===== config.mk =====
export PLATFORM = sky130hd
export DESIGN_NAME = run_length_encoder_flat
export DESIGN_NICKNAME = d
export VERILOG_FILES = /design/src/rtl/run_length_encoder_if.sv /design/src/rtl/run_length_encoder.sv /design/src/flat_wrapper.sv
export SDC_FILE = /design/constraint.sdc
export NUM_CORES = 1
export LEC_CHECK = 0
export ABC_CLOCK_PERIOD_IN_PS = 2400
export CAP_MARGIN = 20
export CORE_UTILIZATION = 40
export CTS_BUF_LIST = sky130_fd_sc_hd__clkbuf_2 sky130_fd_sc_hd__clkbuf_4 sky130_fd_sc_hd__clkbuf_8
export DETAILED_ROUTE_END_ITERATION = 16
export PLACE_DENSITY = 0.65
export SLEW_MARGIN = 0
export SYNTH_ARGS = -nofsm -noshare
export SYNTH_HDL_FRONTEND = slang
export SYNTH_SLANG_ARGS = --single-unit

===== constraint.sdc =====
create_clock -name clk -period 2.4 [get_ports clk]
set_clock_uncertainty 0.15 [all_clocks]
set_input_delay 0.48 -clock clk [delete_from_list [all_inputs] [get_ports clk]]
set_output_delay 0.48 -clock clk [all_outputs]
set_load 0.005 [all_outputs]

===== src/rtl/run_length_encoder_if.sv =====
// Sample stream in, (value, count) run records out, for the run-length encoder.
// The encoder takes the slave view; whatever feeds it and watches its records takes the master view.
interface run_length_encoder_if #(
    parameter int DATA_W = 3,
    parameter int CNT_W  = 4
);
    logic              in_valid;
    logic [DATA_W-1:0] d_in;
    logic              flush;
    logic              out_valid;
    logic [DATA_W-1:0] out_value;
    logic [CNT_W-1:0]  out_count;
    logic              busy;

    modport master (
        output in_valid, d_in, flush,
        input  out_valid, out_value, out_count, busy
    );

    modport slave (
        input  in_valid, d_in, flush,
        output out_valid, out_value, out_count, busy
    );
endinterface


===== src/rtl/run_length_encoder.sv =====
// Compresses a qualified sample stream into (value, count) run records.
// A record is emitted on a value change, on counter saturation, or on flush.
module run_length_encoder #(
    parameter int DATA_W = 3,
    parameter int CNT_W  = 4
) (
    input  logic                  clk,
    input  logic                  reset,
    run_length_encoder_if.slave   bus
);
    localparam logic [CNT_W-1:0] CNT_MAX = {CNT_W{1'b1}};
    localparam logic [CNT_W-1:0] CNT_ONE = CNT_W'(1);

    typedef enum logic {IDLE, RUN} state_t;

    typedef struct packed {
        logic [DATA_W-1:0] value;
        logic [CNT_W-1:0]  count;
    } rec_t;

    state_t            state, state_nxt;
    logic [DATA_W-1:0] run_val, run_val_nxt;
    logic [CNT_W-1:0]  run_cnt, run_cnt_nxt;
    logic              emit;
    rec_t              rec_q;

    always_ff @(posedge clk) begin
        if (reset) begin
            state         <= IDLE;
            run_val       <= '0;
            run_cnt       <= '0;
            bus.out_valid <= 1'b0;
            rec_q         <= '0;
            bus.busy      <= 1'b0;
        end else begin
            state         <= state_nxt;
            run_val       <= run_val_nxt;
            run_cnt       <= run_cnt_nxt;
            bus.out_valid <= emit;
            bus.busy      <= (state_nxt == RUN);
            // The emitted record is always the run that was open before this edge.
            if (emit) rec_q <= '{value: run_val, count: run_cnt};
        end
    end

    always_comb begin
        state_nxt   = state;
        run_val_nxt = run_val;
        run_cnt_nxt = run_cnt;
        emit        = 1'b0;
        case (state)
            IDLE: begin
                if (bus.in_valid) begin
                    run_val_nxt = bus.d_in;
                    run_cnt_nxt = CNT_ONE;
                    state_nxt   = RUN;
                end
            end
            RUN: begin
                if (bus.flush) begin
                    emit = 1'b1;
                    if (bus.in_valid) begin
                        run_val_nxt = bus.d_in;
                        run_cnt_nxt = CNT_ONE;
                    end else begin
                        state_nxt = IDLE;
                    end
                end else if (bus.in_valid) begin
                    if (bus.d_in != run_val || run_cnt == CNT_MAX) begin
                        // Close the run and restart at 1, so the count never wraps to 0.
                        emit        = 1'b1;
                        run_val_nxt = bus.d_in;
                        run_cnt_nxt = CNT_ONE;
                    end else begin
                        run_cnt_nxt = run_cnt + CNT_ONE;
                    end
                end
            end
            default: state_nxt = IDLE;
        endcase
    end

    assign bus.out_value = rec_q.value;
    assign bus.out_count = rec_q.count;
endmodule


===== src/flat_wrapper.sv =====
// flat-port wrapper written by rule: the top's interface ports become plain ports
module run_length_encoder_flat 
#(
    parameter int DATA_W = 3,
    parameter int CNT_W  = 4
)
  (clk, reset, bus_in_valid, bus_d_in, bus_flush, bus_out_valid, bus_out_value, bus_out_count, bus_busy);
  run_length_encoder_if #(.DATA_W(DATA_W), .CNT_W(CNT_W)) bus_i ();
  input  logic clk;
  input  logic reset;
  input wire logic [$bits(bus_i.in_valid)-1:0] bus_in_valid;
  input wire logic [$bits(bus_i.d_in)-1:0] bus_d_in;
  input wire logic [$bits(bus_i.flush)-1:0] bus_flush;
  output wire logic [$bits(bus_i.out_valid)-1:0] bus_out_valid;
  output wire logic [$bits(bus_i.out_value)-1:0] bus_out_value;
  output wire logic [$bits(bus_i.out_count)-1:0] bus_out_count;
  output wire logic [$bits(bus_i.busy)-1:0] bus_busy;
  assign bus_i.in_valid = bus_in_valid;
  assign bus_i.d_in = bus_d_in;
  assign bus_i.flush = bus_flush;
  assign bus_out_valid = bus_i.out_valid;
  assign bus_out_value = bus_i.out_value;
  assign bus_out_count = bus_i.out_count;
  assign bus_busy = bus_i.busy;
  run_length_encoder #(.DATA_W(DATA_W), .CNT_W(CNT_W)) u_core (.clk(clk), .reset(reset), .bus(bus_i));
endmodule

== Yosys cells after proc, flatten, opt, wreduce, memory -nomap -nowiden ==
Cells that the tools add are included.
Word-level totals
  output and inout bits: 9
  word-level logic and storage cells: 31
  register bits after elaboration: 16
  bits of input ports: 7
Operators by class
  equal/unequal tests: 4
  add/sub/neg operators: 1
  muxes and demuxes: 17
  bitwise operators: 1
  reduce and logical (&&, ||, !) cells: 2
Operators by type and width (number)
  $mux 4: 4
  $mux 3: 4
  $pmux 4 s2: 1
  $mux 1: 6
  $ne 3x3->1 const B: 2
  $pmux 3 s2: 1
  $add 4x1->4 const B: 1
  $eq 4x4->1 const B: 1
  $ne 3x3->1: 1
  $pmux 1 s2: 1
  $reduce_and 2->1: 1
  $logic_or 1x1->1: 1
  $not 1->1: 1

== Depth between registers and ports, before layout ==
Gate-level depths: netlist (run 1).
  word-level depth: 6
  depth in mapped cells: 5
  depth with buffers taken out: 5

== Worst setup path before layout (run 1) ==
Ideal clock, no wire load.
  path type: register to register
  start: reg u_core.run_cnt[0]
  end: reg u_core.bus.out_valid
  clock period less this slack: 1702 ps
  slack: 698 ps
  stages on the path, launching flop included: 6
  setup time: 127 ps
  arrival: 1425 ps
  data required time: 2123 ps
  cells stage by stage: dfxtp_1 > ha_1 > and3_4 > nor4_4 > o21ai_4 > nor2b_1
Between the ends
  longest elaborated chain between the ends: 6
Ends and longest elaborated chain
  start, declared: line run_length_encoder.sv:23  | logic [CNT_W-1:0] run_cnt, run_cnt_nxt;
  start signal, assigned: line run_length_encoder.sv:38  | run_cnt <= run_cnt_nxt;
  $eq 4x4->1: line run_length_encoder.sv:69  | if (bus.d_in != run_val || run_cnt == CNT_MAX) begin
  $logic_or 1x1->1: line run_length_encoder.sv:69
  $mux 1: line run_length_encoder.sv:69
  $mux 1: line run_length_encoder.sv:68  | end else if (bus.in_valid) begin
  $mux 1: line run_length_encoder.sv:60  | if (bus.flush) begin
  $mux 1: line run_length_encoder.sv:51  | case (state)
  end signal, assigned: line run_length_encoder.sv:39  | bus.out_valid <= emit;
  end, declared: line run_length_encoder_if.sv:22  | output out_valid, out_value, out_count, busy
Every way passes these cells.
A chain may end at the register's enable or synchronous reset.

== Worst setup path after layout (run 1) ==
  start: reg u_core.run_cnt[0]
  end: reg u_core.rec_q (netlist bit u_core.bus.out_value[2])
Between the ends
  longest elaborated chain between the ends: 6
Ends and longest elaborated chain
  $eq 4x4->1: line run_length_encoder.sv:69
  $logic_or 1x1->1: line run_length_encoder.sv:69
  $mux 1: line run_length_encoder.sv:69
  $mux 1: line run_length_encoder.sv:68
  $mux 1: line run_length_encoder.sv:60
  $mux 1: line run_length_encoder.sv:51
  end signal, assigned: line run_length_encoder.sv:42  | if (emit) rec_q <= '{value: run_val, count: run_cnt};
  end, declared: line run_length_encoder.sv:25  | rec_t rec_q;
Every way passes these cells.

==> impl_metrics.toml, run 1 <==
[place]
dp_cells = 114
io_buffers = 15
gp_congestion = 0.802
pre_cts_ws_ps = 247
dpl.hpwl_um = 946

[synthesis]
syn-cell-area_um2 = 763
synth_flop_cell = "dfxtp_1"
ys_seq_elements = 16
ys_seq_area_share_pct = 42.0
synth_edf_count = 0
yosys-top-cells-area = "dfxtp_1 42%, mux2i_1 13%, nand2b_1 9.8%"
async_flop_share_pct = 0
synth_cell_types = 23
yosys.area.top_type_share_pct = 42.0
synth_most_common_cell = "dfxtp_1"
synth_cells = 75
synth.top_cells.by_count = "16 x dfxtp_1, 12 x nand2b_1, 10 x mux2i_1, 5 x nor2_1, 5 x or2b_1"
syn_nets = 83
synth.largest_area_cell = "dfxtp_1"
synth.avg_cell_area_um2 = 10.2
ys_warn_count = 0

[floorplanning]
die_w_um = 45.7
die_h_um = 45.7
core_area_um2 = 1760
std_cell_rows = 15
start_util_pct = 43.3
fp.dieArea_um2 = 2090
boundaryPins = 16

[timing]
finalWorstSetupSlack_ps = 546
slew_headroom_pct = 72.9
setup_tns_ps = 0
worst_pin_slew_ps = 404
fmax_mhz = 539
fin_crit_ps = 1850
hold_viol_final = 0
hold_ws_ps = 325
slew_viol_final = 0
period_share_pct = 77.2
setup_violations = 0
rsz0062_at_grt = "false"

[route]
ant_nets = 0
avgViaCountPerCell = 4.81
wire_per_inst_um = 11.5
dr.pass1.iters = 6
drc_errors = 0
drt_iter0_drc = 6
vias = 563
wirelength_um = 1340

[global_route]
grt_pass1_vias = 518
overflow = 0
antenna_found_initial = 0
grt_pass1_wl_um = 2280
grt_start_max_net_pins = 20
gr-usage-all-layers_pct = 15.4

[pwr]
p_per_area_nw_per_um2 = 506
p_leak_uw = 0.000348
total_power_uw = 492
ir_drop_mv = 0.244

[critical_path]
cp-end-kind = "flip-flop"
path_max_fanout = 8
start_kind = "flip-flop"
max_stage_delay_ps = 430
worstPathCellList = "ha_1, and3_4, nor4_4, o21ai_4, mux2i_1"
critPathKind = "flip-flop to flip-flop"
critical-path-top-delay-family = "simple AND/OR/NAND/NOR gates"
critPathSlowestCell = "nor4_4"
critPathRequiredTime_ps = 2420
crit_buf_inv = 0
cp.arrival_ps = 1870

[flow_run]
maxCapViolCount = 0

[clock_tree]
root_buffer = "clkbuf_4"
cts_made_buffers = 3
clk_path_buf_depth = 2
cts_setup_buffers = 0
cts_max_level = 1
cts_num_sinks = 16
cts_resized = 0
cts_tree = "yes"
cts_hold_buffers = 0
clkLatencyLatePin_ps = 280
clkSlewWorstSetupHoldPaths_ps = 90

[outcome]
status = "finished, final reports clean"

[final_layout]
antennaDiodeCount = 0
final_nets = 102
layout-drive-gt1-share_pct = 9.78
final_cells = 117
syn_to_final_growth_pct = 27.2

[worst_hold_path]
hp-class = "flip-flop to flip-flop"
==> report_power, final <==
part           internal [uW]  total (uW)  leakage, uW  switching (uW)
Sequential               274         281     0.000130            6.54
Combinational           38.4        70.2     0.000204            31.8
Clock                   58.2         141    0.0000138            82.5
Total                    371         492     0.000348             121
==> final cells by class <==
| cell class | instances | area [um^2] |
|---|---|---|
| Clock buffer | 3 | 22.5 |
| Fill cell | 185 | 793 |
| Multi-Input combinational cell | 56 | 432 |
| Sequential cell | 16 | 320 |
| Tap cell | 25 | 31.3 |
| Timing Repair Buffer | 17 | 165 |
==> worst reg2reg max path: cells and delay by family, from the launching register on <==
kind | cells | cell delay (ps)
mux | 1 | 150
fa+ha+maj | 1 | 250
simple gates | 2 | 630
flops | 1 | 370
compound gates | 1 | 190
==> state kept, by name, summed over array words and instances (netlist names) <==
name and cells:
u_core.bus.out_count 4, u_core.run_cnt 4, u_core.bus.out_value 3, u_core.run_val 3, u_core.bus.busy 1, u_core.bus.out_valid 1
==> per-stage QoR <==
stage | instance area (um^2) | util, %
floorplan | 763 | -
global route | 971 | 55.0
CTS | 971 | 55.0
global placement | 948 | 53.8
detailed placement | 948 | 53.8
finish | 971 | 55.0
==> worst paths after layout <==
path,end,slack (ps),depth (start not counted),from
worst max register to register,u_core.bus.out_value[2]$_SDFFE_PP0P_,550,5,u_core.run_cnt[0]$_SDFFE_PP0P_
worst max-delay path,u_core.bus.out_value[2]$_SDFFE_PP0P_,550,5,u_core.run_cnt[0]$_SDFFE_PP0P_
worst min register to register,u_core.bus.out_count[1]$_SDFFE_PP0P_,320,2,u_core.bus.out_count[1]$_SDFFE_PP0P_
worst min-delay path,u_core.bus.out_count[1]$_SDFFE_PP0P_,320,2,u_core.bus.out_count[1]$_SDFFE_PP0P_
==> layer usage <==
metal  global-route usage (%)  wire length (um)  share of wire (%)
met3                     3.57                41                3.1
met2                     22.0               587                 44
met1                     21.8               703                 52
met4                     7.27                 8               0.60
met5                        0                 0                  0
==> cell usage in the layout, fill, tap and decap left out, types with 2 or more instances in the layout <==
master and instances:
mux2i_1 10, buf_4 2, nand2b_1 12, or2b_1 5, nor2b_1 3, dfxtp_1 16, o21ai_1 2, o211ai_1 2
nand2_1 2, clkdlybuf4s50_1 15, nor2_1 5, xor2_1 3, clkbuf_4 3
==> kinds of logic after synthesis <==
logic type	after synthesis	share of synthesized area (%)
buf+inv	3	1.48
compound gates	8	8.20
fa+ha+maj	1	1.64
xor+xnor	3	3.44
simple gates	34	30.2
mux	10	13.1
flops	16	42.0
Power figures use the tool's default switching activity.
==> run 2, diff against run 1 <==
--- a/config.mk
+++ b/config.mk
@@ -5,12 +5,12 @@
 export SDC_FILE = /design/constraint.sdc
 export NUM_CORES = 1
 export LEC_CHECK = 0
-export ABC_CLOCK_PERIOD_IN_PS = 2400
+export ABC_CLOCK_PERIOD_IN_PS = 1600
 export CAP_MARGIN = 20
 export CORE_UTILIZATION = 40
 export CTS_BUF_LIST = sky130_fd_sc_hd__clkbuf_2 sky130_fd_sc_hd__clkbuf_4 sky130_fd_sc_hd__clkbuf_8
 export DETAILED_ROUTE_END_ITERATION = 16
-export PLACE_DENSITY = 0.65
+export PLACE_DENSITY = 0.68
 export SLEW_MARGIN = 0
 export SYNTH_ARGS = -nofsm -noshare
 export SYNTH_HDL_FRONTEND = slang
==> constraint.sdc (replaced) <==
create_clock -name clk -period 1.6 [get_ports clk]
set_clock_uncertainty 0.15 [all_clocks]
set_input_delay 0.32 -clock clk [delete_from_list [all_inputs] [get_ports clk]]
set_output_delay 0.32 -clock clk [all_outputs]
set_load 0.005 [all_outputs]
==> run 2 against run 1 <==
Design area is 16% higher. Maximum frequency is 23% higher. Utilization is 9.1 points higher. Via count is 9.4% higher. Largest cell class unchanged. Largest power group unchanged.
==> impl_metrics.toml, run 2 (synthesis gave the netlist of run 1 again) <==
[outcome]
status = "finished, final reports clean"

[route]
avgViaCountPerCell = 4.78
vias = 616
drt_iter0_drc = 10
drc_errors = 0
wirelength_um = 1460
wire_per_inst_um = 11.3
ant_nets = 0
dr.pass1.iters = 4

[pwr]
netSwitchingFraction_pct = 24.0
combPwrFrac_pct = 15.3
p_leak_uw = 0.000570
p_per_area_nw_per_um2 = 722
switching_power_uw = 196
p_int_uw = 621
seqPwrFrac_pct = 51.6
ir_drop_mv = 0.479
p_clk_share_pct = 33.1

[clock_tree]
clk_path_buf_depth = 2
cts_made_buffers = 3
root_buffer = "clkbuf_4"
cts_max_level = 1
cts_num_sinks = 16
cts_tree = "yes"
clkLatencyLatePin_ps = 290
clkSlewWorstSetupHoldPaths_ps = 90

[floorplanning]
boundaryPins = 16
fp.dieArea_um2 = 2090
die_h_um = 45.7
start_util_pct = 43.3
die_w_um = 45.7
core_area_um2 = 1760
std_cell_rows = 15

[timing]
hold_viol_final = 0
setup_violations = 0
worst_pin_slew_ps = 410
setup_tns_ps = 0
fin_crit_ps = 1510
period_share_pct = 94.5
hold_ws_ps = 226
slew_viol_final = 0
slew_headroom_pct = 72.6
fmax_mhz = 661

[flow_run]
maxCapViolCount = 0

[final_layout]
final_cell_mix = "13 x buf_4, 12 x nand2b_1, 10 x mux2i_1, 9 x dlymetal6s2s_1"
syn_to_final_growth_pct = 48.2
final_nets = 113
antennaDiodeCount = 0
layout_commonest_cell = "buf_4"
layout-drive-gt1-share_pct = 31.7

[critical_path]
critPathSlowestCell = "dfxtp_2"
worstPathCellList = "ha_4, and3_4, nor4_4, o21ai_4, mux2i_1"
critPathRequiredTime_ps = 1670
start_kind = "flip-flop"
cp.arrival_ps = 1580
cp-end-kind = "flip-flop"
critPathKind = "flip-flop to flip-flop"
reg2reg_slack_ps = 90
path_max_fanout = 8
max_stage_delay_ps = 360

[global_route]
grt_start_max_net_pins = 15
grt_pass1_vias = 581
grt_pass1_wl_um = 2390
gr-usage-all-layers_pct = 16.4
antenna_found_initial = 0
overflow = 0

[place]
dpl.hpwl_um = 1050
gp_congestion = 0.814
io_buffers = 15

[worst_hold_path]
hp-class = "primary input to flip-flop"
## run 2: critical path: cells and delay by family (launching register included)
kind,cells,cell delay [ps]
and+or+nand+nor,2,240
DFF,1,360
AOI/OAI and AO/OA,1,330
adders and majority gates,1,140
muxes,1,220
## run 2: layout make-up
type / instances / area [um^2]
Tap cell: 25 / 31.3
Timing Repair Buffer: 28 / 267
Multi-Input combinational cell: 56 / 467
Fill cell: 165 / 633
Sequential cell: 16 / 330
Clock buffer: 4 / 36.3
## run 2: per-stage QoR
stage	instance area [um^2]	cells	setup WS (ps)	util [%]	total power, uW
2_1_floorplan	763	75	30.2	-	492
3_3_place_gp	1020	123	-361	57.6	547
3_5_place_dp	1020	123	-385	57.6	549
4_1_cts	1090	128	2.29	61.6	825
5_1_grt	1130	129	-0.641	64.1	856
6_report	1130	129	87.7	64.1	817
## run 2: timing repair
| item | in CTS | in global routing |
|---|---|---|
| cloned | 0 | 0 |
| pin swaps | 1 | 3 |
| buffers inserted | 1 | 1 |
| resized for setup | 12 | 13 |
| setup endpoints to repair | 15 | 19 |
| hold buffers | 0 | 0 |
## run 2: final timing paths
path / start / endpoint / depth (start not counted)
max: u_core.run_cnt[1]$_SDFFE_PP0P_ / u_core.bus.out_value[1]$_SDFFE_PP0P_ / 5
min reg2reg: u_core.bus.out_count[1]$_SDFFE_PP0P_ / u_core.bus.out_count[1]$_SDFFE_PP0P_ / 2
min: bus_d_in[2] / u_core.run_val[2]$_SDFFE_PP0P_ / 3
max reg2reg: u_core.run_cnt[1]$_SDFFE_PP0P_ / u_core.bus.out_value[1]$_SDFFE_PP0P_ / 5
## run 2: per-layer routing
metal / wire length, um / vias to the layer above / global-route usage, %
met3: 54 / 5 / 3.57
met5: 0 / - / 0
met2: 751 / 13 / 25.4
met4: 28 / 0 / 9.09
li1: - / 311 / -
met1: 628 / 287 / 21.0
## run 2: power by group through the flow
stage	sequential (uW)	combinational [uW]	clock, uW
4_1_cts	421	125	280
2_1_floorplan	429	62.6	0
6_report	422	125	270
3_3_place_gp	428	119	0
5_1_grt	424	137	296
3_5_place_dp	429	120	0
